**config.mk**
```make
export PLATFORM = sky130hd
export DESIGN_NAME = snn_step_sequencer_flat
export DESIGN_NICKNAME = d
export VERILOG_FILES = /design/src/rtl/snn_step_sequencer_if.sv /design/src/rtl/snn_step_sequencer.sv /design/src/flat_wrapper.sv
export SDC_FILE = /design/constraint.sdc
export NUM_CORES = 1
export LEC_CHECK = 0
export ABC_AREA = 1
export BUFFER_PORTS_ARGS = -buffer_cell sky130_fd_sc_hd__buf_2
export CAP_MARGIN = 20
export CORE_ASPECT_RATIO = 1.2
export CORE_UTILIZATION = 60
export DETAILED_ROUTE_END_ITERATION = 12
export GPL_ROUTABILITY_DRIVEN = 0
export HOLD_SLACK_MARGIN = 0.08
export PLACE_DENSITY = 0.79
export SYNTH_ARGS = -nofsm -noshare
export SYNTH_HDL_FRONTEND = slang
export SYNTH_SLANG_ARGS = --single-unit
export TNS_END_PERCENT = 30
```
**constraint.sdc**
```tcl
create_clock -name clk -period 12.35 [get_ports clk]
set_clock_uncertainty 0.05 [all_clocks]
set_input_delay 2.47 -clock clk [delete_from_list [all_inputs] [get_ports clk]]
set_output_delay 2.47 -clock clk [all_outputs]
set_load 0.05 [all_outputs]
```
**src/rtl/snn_step_sequencer_if.sv**
```systemverilog
// -----------------------------------------------------------------------------
// snn_step_sequencer_if
//   Bundles the control, weight-write and result signals of the SNN step
//   sequencer so the sequencer and its driver connect through one port.
//
//   Signals (direction as seen by the sequencer / slave modport):
//     en            in   global enable, 0 freezes the sequencer
//     step_start    in   request one timestep (taken only when idle)
//     pre_spike     in   INPUTNUM-bit input spike vector
//     wr_en         in   weight write strobe
//     wr_addr       in   weight index i*EXCNUM + j
//     wr_data       in   signed SUM_W-bit weight
//     busy          out  a timestep is in flight
//     sum_valid     out  one-cycle strobe, sum_flat holds a complete result
//     sum_flat      out  EXCNUM packed signed sums, slice j = [j*SUM_W +: SUM_W]
//     step_overrun  out  one-cycle pulse, step_start dropped while busy
//     wr_err        out  one-cycle pulse, write dropped
//
//   wr_addr carries one more code than the table needs, so that an
//   out-of-range index can actually be presented and rejected.
// -----------------------------------------------------------------------------
interface snn_step_sequencer_if #(
  parameter int DW       = 16,
  parameter int INT_DW   = 8,
  parameter int INPUTNUM = 4,
  parameter int EXCNUM   = 2
);
  localparam int SUM_W = DW + INT_DW;
  localparam int NW    = INPUTNUM * EXCNUM;
  localparam int AW    = $clog2(NW + 1);

  logic                      en;
  logic                      step_start;
  logic [INPUTNUM-1:0]       pre_spike;
  logic                      wr_en;
  logic [AW-1:0]             wr_addr;
  logic signed [SUM_W-1:0]   wr_data;
  logic                      busy;
  logic                      sum_valid;
  logic [EXCNUM*SUM_W-1:0]   sum_flat;
  logic                      step_overrun;
  logic                      wr_err;

  modport master (
    output en, step_start, pre_spike, wr_en, wr_addr, wr_data,
    input  busy, sum_valid, sum_flat, step_overrun, wr_err
  );

  modport slave (
    input  en, step_start, pre_spike, wr_en, wr_addr, wr_data,
    output busy, sum_valid, sum_flat, step_overrun, wr_err
  );
endinterface

```
**src/rtl/snn_step_sequencer.sv**
```systemverilog
// -----------------------------------------------------------------------------
// snn_step_sequencer
//   Runs one SNN timestep through a single shared accumulator. On an accepted
//   step request the spike vector is latched, then every (input i, excitatory
//   j) pair is visited one per cycle (j outer, i inner) adding W[i][j] for
//   each spiking input. Each finished column is written to its sum slice; a
//   final PUBLISH cycle raises sum_valid for one cycle and frees the block.
//
//   Ports:
//     clk  rising-edge clock
//     rst  asynchronous active-high reset (clears weights, sums and control)
//     bus  snn_step_sequencer_if.slave (control, weight writes, results)
//
//   Build option: define SNN_SEQ_SATURATE_EN to clamp every accumulation to
//   the signed SUM_W range; otherwise adds wrap modulo 2^SUM_W.
// -----------------------------------------------------------------------------
module snn_step_sequencer #(
  parameter int DW       = 16,
  parameter int INT_DW   = 8,
  parameter int INPUTNUM = 4,
  parameter int EXCNUM   = 2
) (
  input logic                  clk,
  input logic                  rst,
  snn_step_sequencer_if.slave  bus
);
  localparam int SUM_W = DW + INT_DW;
  localparam int NW    = INPUTNUM * EXCNUM;
  localparam int AW    = $clog2(NW + 1);
  localparam int PW    = (NW > 1) ? $clog2(NW) : 1;
  localparam int IW    = (INPUTNUM > 1) ? $clog2(INPUTNUM) : 1;
  localparam int JW    = (EXCNUM > 1) ? $clog2(EXCNUM) : 1;

  typedef enum logic [1:0] {IDLE, ACCUM, PUBLISH} state_t;

  state_t                  state_q, state_d;
  logic [INPUTNUM-1:0]     spike_q, spike_d;
  logic signed [SUM_W-1:0] acc_q, acc_d;
  logic [IW-1:0]           i_q, i_d;
  logic [JW-1:0]           j_q, j_d;
  logic signed [SUM_W-1:0] w_q   [NW];
  logic signed [SUM_W-1:0] w_d   [NW];
  logic signed [SUM_W-1:0] sum_q [EXCNUM];
  logic signed [SUM_W-1:0] sum_d [EXCNUM];
  logic                    vld_q, vld_d;
  logic                    ovr_q, ovr_d;
  logic                    werr_q, werr_d;
  // Pre-write copy of a weight overwritten on the very edge a step starts;
  // that step must still see the old value.
  logic                    hold_vld_q, hold_vld_d;
  logic [PW-1:0]           hold_addr_q, hold_addr_d;
  logic signed [SUM_W-1:0] hold_val_q, hold_val_d;

  logic                    addr_ok, wr_ok;
  logic [PW-1:0]           pidx;
  logic signed [SUM_W-1:0] w_rd, term, acc_sum;

  function automatic logic signed [SUM_W-1:0] acc_add(
    input logic signed [SUM_W-1:0] a,
    input logic signed [SUM_W-1:0] b
  );
`ifdef SNN_SEQ_SATURATE_EN
    logic [SUM_W:0] s;
    s = {a[SUM_W-1], a} + {b[SUM_W-1], b};
    if (s[SUM_W] != s[SUM_W-1])
      return s[SUM_W] ? {1'b1, {(SUM_W-1){1'b0}}} : {1'b0, {(SUM_W-1){1'b1}}};
    return s[SUM_W-1:0];
`else
    return a + b;
`endif
  endfunction

  assign addr_ok = bus.wr_addr < AW'(NW);
  assign wr_ok   = bus.en && bus.wr_en && (state_q == IDLE) && addr_ok;
  assign pidx    = PW'(int'(i_q) * EXCNUM + int'(j_q));
  assign w_rd    = (hold_vld_q && (hold_addr_q == pidx)) ? hold_val_q : w_q[pidx];
  assign term    = spike_q[i_q] ? w_rd : '0;
  assign acc_sum = acc_add(acc_q, term);

  always_comb begin
    state_d     = state_q;
    spike_d     = spike_q;
    acc_d       = acc_q;
    i_d         = i_q;
    j_d         = j_q;
    w_d         = w_q;
    sum_d       = sum_q;
    vld_d       = 1'b0;
    ovr_d       = 1'b0;
    werr_d      = 1'b0;
    hold_vld_d  = hold_vld_q;
    hold_addr_d = hold_addr_q;
    hold_val_d  = hold_val_q;
    if (bus.en) begin
      werr_d = bus.wr_en && ((state_q != IDLE) || !addr_ok);
      ovr_d  = bus.step_start && (state_q != IDLE);
      if (wr_ok) w_d[bus.wr_addr[PW-1:0]] = bus.wr_data;
      case (state_q)
        IDLE: begin
          if (bus.step_start) begin
            spike_d     = bus.pre_spike;
            acc_d       = '0;
            i_d         = '0;
            j_d         = '0;
            state_d     = ACCUM;
            hold_vld_d  = wr_ok;
            hold_addr_d = bus.wr_addr[PW-1:0];
            hold_val_d  = w_q[bus.wr_addr[PW-1:0]];
          end
        end
        ACCUM: begin
          if (i_q == IW'(INPUTNUM - 1)) begin
            // Column j complete: publish its slice and restart the sum.
            sum_d[j_q] = acc_sum;
            acc_d      = '0;
            i_d        = '0;
            if (j_q == JW'(EXCNUM - 1)) begin
              j_d     = '0;
              state_d = PUBLISH;
            end else begin
              j_d = j_q + JW'(1);
            end
          end else begin
            acc_d = acc_sum;
            i_d   = i_q + IW'(1);
          end
        end
        PUBLISH: begin
          vld_d   = 1'b1;
          state_d = IDLE;
        end
        default: state_d = IDLE;
      endcase
    end
  end

  always_ff @(posedge clk or posedge rst) begin
    if (rst) begin
      state_q     <= IDLE;
      spike_q     <= '0;
      acc_q       <= '0;
      i_q         <= '0;
      j_q         <= '0;
      w_q         <= '{default: '0};
      sum_q       <= '{default: '0};
      vld_q       <= 1'b0;
      ovr_q       <= 1'b0;
      werr_q      <= 1'b0;
      hold_vld_q  <= 1'b0;
      hold_addr_q <= '0;
      hold_val_q  <= '0;
    end else begin
      state_q     <= state_d;
      spike_q     <= spike_d;
      acc_q       <= acc_d;
      i_q         <= i_d;
      j_q         <= j_d;
      w_q         <= w_d;
      sum_q       <= sum_d;
      vld_q       <= vld_d;
      ovr_q       <= ovr_d;
      werr_q      <= werr_d;
      hold_vld_q  <= hold_vld_d;
      hold_addr_q <= hold_addr_d;
      hold_val_q  <= hold_val_d;
    end
  end

  // Strobes are silenced for as long as en is low.
  assign bus.busy         = (state_q != IDLE);
  assign bus.sum_valid    = vld_q && bus.en;
  assign bus.step_overrun = ovr_q && bus.en;
  assign bus.wr_err       = werr_q && bus.en;

  for (genvar g = 0; g < EXCNUM; g++) begin : g_flat
    assign bus.sum_flat[g*SUM_W +: SUM_W] = sum_q[g];
  end
endmodule

```
**src/flat_wrapper.sv**
```systemverilog
// flat-port wrapper written by rule: the top's interface ports become plain ports
module snn_step_sequencer_flat 
#(
  parameter int DW       = 16,
  parameter int INT_DW   = 8,
  parameter int INPUTNUM = 4,
  parameter int EXCNUM   = 2
)
  (clk, rst, bus_en, bus_step_start, bus_pre_spike, bus_wr_en, bus_wr_addr, bus_wr_data, bus_busy, bus_sum_valid, bus_sum_flat, bus_step_overrun, bus_wr_err);
  snn_step_sequencer_if #(.DW(DW), .INT_DW(INT_DW), .INPUTNUM(INPUTNUM), .EXCNUM(EXCNUM)) bus_i ();
  input logic clk;
  input logic rst;
  input wire logic [$bits(bus_i.en)-1:0] bus_en;
  input wire logic [$bits(bus_i.step_start)-1:0] bus_step_start;
  input wire logic [$bits(bus_i.pre_spike)-1:0] bus_pre_spike;
  input wire logic [$bits(bus_i.wr_en)-1:0] bus_wr_en;
  input wire logic [$bits(bus_i.wr_addr)-1:0] bus_wr_addr;
  input wire logic [$bits(bus_i.wr_data)-1:0] bus_wr_data;
  output wire logic [$bits(bus_i.busy)-1:0] bus_busy;
  output wire logic [$bits(bus_i.sum_valid)-1:0] bus_sum_valid;
  output wire logic [$bits(bus_i.sum_flat)-1:0] bus_sum_flat;
  output wire logic [$bits(bus_i.step_overrun)-1:0] bus_step_overrun;
  output wire logic [$bits(bus_i.wr_err)-1:0] bus_wr_err;
  assign bus_i.en = bus_en;
  assign bus_i.step_start = bus_step_start;
  assign bus_i.pre_spike = bus_pre_spike;
  assign bus_i.wr_en = bus_wr_en;
  assign bus_i.wr_addr = bus_wr_addr;
  assign bus_i.wr_data = bus_wr_data;
  assign bus_busy = bus_i.busy;
  assign bus_sum_valid = bus_i.sum_valid;
  assign bus_sum_flat = bus_i.sum_flat;
  assign bus_step_overrun = bus_i.step_overrun;
  assign bus_wr_err = bus_i.wr_err;
  snn_step_sequencer #(.DW(DW), .INT_DW(INT_DW), .INPUTNUM(INPUTNUM), .EXCNUM(EXCNUM)) u_core (.clk(clk), .rst(rst), .bus(bus_i));
endmodule
```
==> run summary <==
Status = finished, final reports clean
Crit path required time = 9.83 ns
Largest net degree at the start of global routing = 130
PwrDens = 235 nW/µm²
Gr usage total = 34.9%
Post-synthesis mux area share = 0%
Nets@finish = 2,183
Routed WL = 47,000 µm
Area Growth Syn to Fin = 9.77%
Reg power frac = 37.5%
Post-route ant nets = 0
Post-DP Area = 16,500 µm²
Most frequent cells after synthesis = nand2_1, o21ai_0, dfrtp_1, nand3_1, inv_1
Clk sinks = 304
Register area = 7610 µm²
Num ports = 89
Compound-Gate Fraction of Synth Area = 17.8%
# port buffers = 88
Post-synth cell types = 37
Dpl hpwl = 29,000 µm
FF+latch count, synth = 304
Vias in the first global route = 14,600
Crit path top cell by count = buf_2
Share of cells above drive strength 1 = 8.67%
Comb pwr share = 39.6%
Syn Inst Count = 2,105
Bufs on Longest Clock Path = 3
Total power = 4.14 mW
Critical Path AT = 2.98 ns
Final min period = 5.50 ns
Max Slew Vio Count = 0
DIE AREA = 27,400 µm²
Clock latency on the worst-skew pair = 0.57 ns
Initial Utilization = 61.1%
H-tree depth = 1
Total CTS buffers = 31
Wire per inst = 18.9 µm
Critical path capture point type = primary output
Tightest Hold Check Type = reg2reg
Row count = 65
Post-synth top flop = dfrtp_1
Global Route met1 Usage = 44.0%
Leakage = 8.47 nW
Initial DRC count = 1,747
CP Max Fanout = 8
Pre-antenna DRT Iters = 6
Filler instances = 2,259
Most area-consuming cells after synthesis = dfrtp_1, o21ai_0, nand2_1
Core footprint = 26,300 µm²
Crit path largest cell delay = 0.25 ns
Max_slew headroom = 35.3%
Hold Buf Count CTS = 0
WHS = 0.421 ns
Met2 usage in global routing = 57.8%
Share of Yosys cell area claimed by the top area cell type = 47.4%
Chip Width = 151 µm
# setup viols final = 0
Startpoint types = input port
Drt via density = 6.16
Adder-Cell Fraction of Synth Area = 2.00%
Final core utilization = 67.0%
Synth Net Count = 2,167
Total gr overflow = 0
Worst IR Drop VDD = 113 µV
First-pass GRT wire length = 74,900 µm
Int Power = 2.37 mW
Net Sw Power = 1.77 mW
GR Util met3 = 6.11%
Max_cap viols = 0
Crit-path cells = buf_2 -> nand2_1 -> inv_1 -> buf_2
XOR/XNOR Fraction of Synth Area = 0.437%
Area occupied by multi-input gates = 7090 µm²
Initial antenna violation count = 1
Cell Area, Synth = 16,000 µm²
DR vias = 15,300
Chip Height = 181 µm
Post-cts gate resize count = 0
Setup Fix Bufs, Post-CTS = 0
Setup_tns = 0 ns
Largest area contributor in the netlist = dfrtp_1
Max Fclk = 0.182 GHz
CTS root buffer = clkbuf_16
Simple-gate share of the synthesized area = 23.9%
EDFF count, synth = 0
RSZ-0062 raised after global routing = no
Slew @ Worst Pin = 0.968 ns
Clock power frac = 22.9%
Period utilization = 44.6%
Sequential share of the synthesized area = 47.4%
Most common cell in the netlist = nand2_1
Main combinational cell family by area after synthesis = simple AND/OR/NAND/NOR gates
DRC errors left = 0
CTS tree = yes
Avg Inst Size Synth = 7.62 µm²
Finished Cell Area = 17,600 µm²
Net Sw Frac = 42.7%
Asr flop ratio synth = 100%
Top delay family on crit path = buffers and inverters
CP Class = in2out
Ys Warns = 0
CP max stage cell = buf_2
Endpoints failing hold = 0
GR peak layer = met2
Clk slew on worst S/H paths = 0.06 ns
Worst Path Buf+Inv = 3
## stage by stage
stage / std cells / setup WS (ns)
after floorplan: 2105 / 1.43
after global placement: 2418 / 6.84
after detailed placement: 2419 / 6.84
after CTS: 2476 / 6.84
after global routing: 2481 / 6.79
final: 2481 / 6.85
## state kept, by name, indices dropped and copies added (netlist names)
name	flops
u_core.acc_q	24
u_core.bus.sum_flat	48
u_core.hold_addr_q	3
u_core.hold_val_q	24
u_core.hold_vld_q	1
u_core.i_q	2
u_core.j_q	1
u_core.ovr_q	1
u_core.spike_q	4
u_core.state_q	2
u_core.vld_q	1
u_core.w_q	192
u_core.werr_q	1
## layer usage
metal | share of wire (%) | up-vias
met5 | 0 | -
met1 | 38 | 7128
met3 | 9.0 | 202
met2 | 48 | 871
li1 | - | 7082
met4 | 4.8 | 0
## power groups by stage
stage,Combinational [mW],Sequential (mW),Clock (mW)
after global routing,1.81,1.59,0.990
after detailed placement,1.60,1.56,0
after global placement,1.55,1.55,0
after floorplan,0.996,1.72,0
final,1.64,1.55,0.945
after CTS,1.61,1.54,0.951
## kinds of logic after synthesis
logic type,after synthesis
simple gates,894
compound gates,553
buf+inv,321
flops,304
fa+ha+maj,25
xor+xnor,8
## worst reg2reg max path: cells and delay by family, from the launching register on
kind            cells  cell delay (ns)
compound gates      4             0.97
xor+xnor            1             0.40
fa+ha+maj           1             0.41
buf+inv             2             1.06
flops               1             0.68
simple gates        9             0.99
## cells in the final DEF, fill, tap and decap left out, types with 2 or more instances in the layout
cell and n:
nand2_1 502, o21ai_0 382, dfrtp_1 302, nand3_1 212, inv_1 179, a21oi_1 98
buf_2 88, nor2_1 74, nor3_1 59, o22ai_1 34, clkbuf_16 31, nand4_1 27
buf_4 27, a31oi_1 24, ha_1 24, clkinv_2 10, nand3b_1 9, o21ai_1 6
clkbuf_1 6, xor2_1 5, clkbuf_8 4, buf_16 4, nand2_2 3, inv_2 3
xnor2_1 3, o21bai_1 3, bufinv_16 3, o211ai_1 2, nor2_2 2, or2_2 2
## cell type report
cell class	count	share of cell area, %
Antenna cell	1	0.0142
Clock buffer	41	4.85
Clock inverter	16	0.938
Inverter	184	3.97
Multi-Input combinational cell	1480	40.3
Sequential cell	304	43.2
Tap cell	335	2.38
Timing Repair Buffer	120	4.34
## final timing paths
check,startpoint,endpoint,slack (ns),cells after the start
max,bus_en,bus_wr_err,6.85,4
min,u_core.bus.sum_flat[43],u_core.bus.sum_flat[43],0.42,2
min in group asynchronous,rst,u_core.bus.sum_flat[7],1.97,2
max reg2reg,u_core.j_q,u_core.bus.sum_flat[33],7.67,17
min reg2reg,u_core.bus.sum_flat[43],u_core.bus.sum_flat[43],0.42,2
max in group asynchronous,rst,u_core.w_q[143],8.15,4
Power figures use the tool's default switching activity.
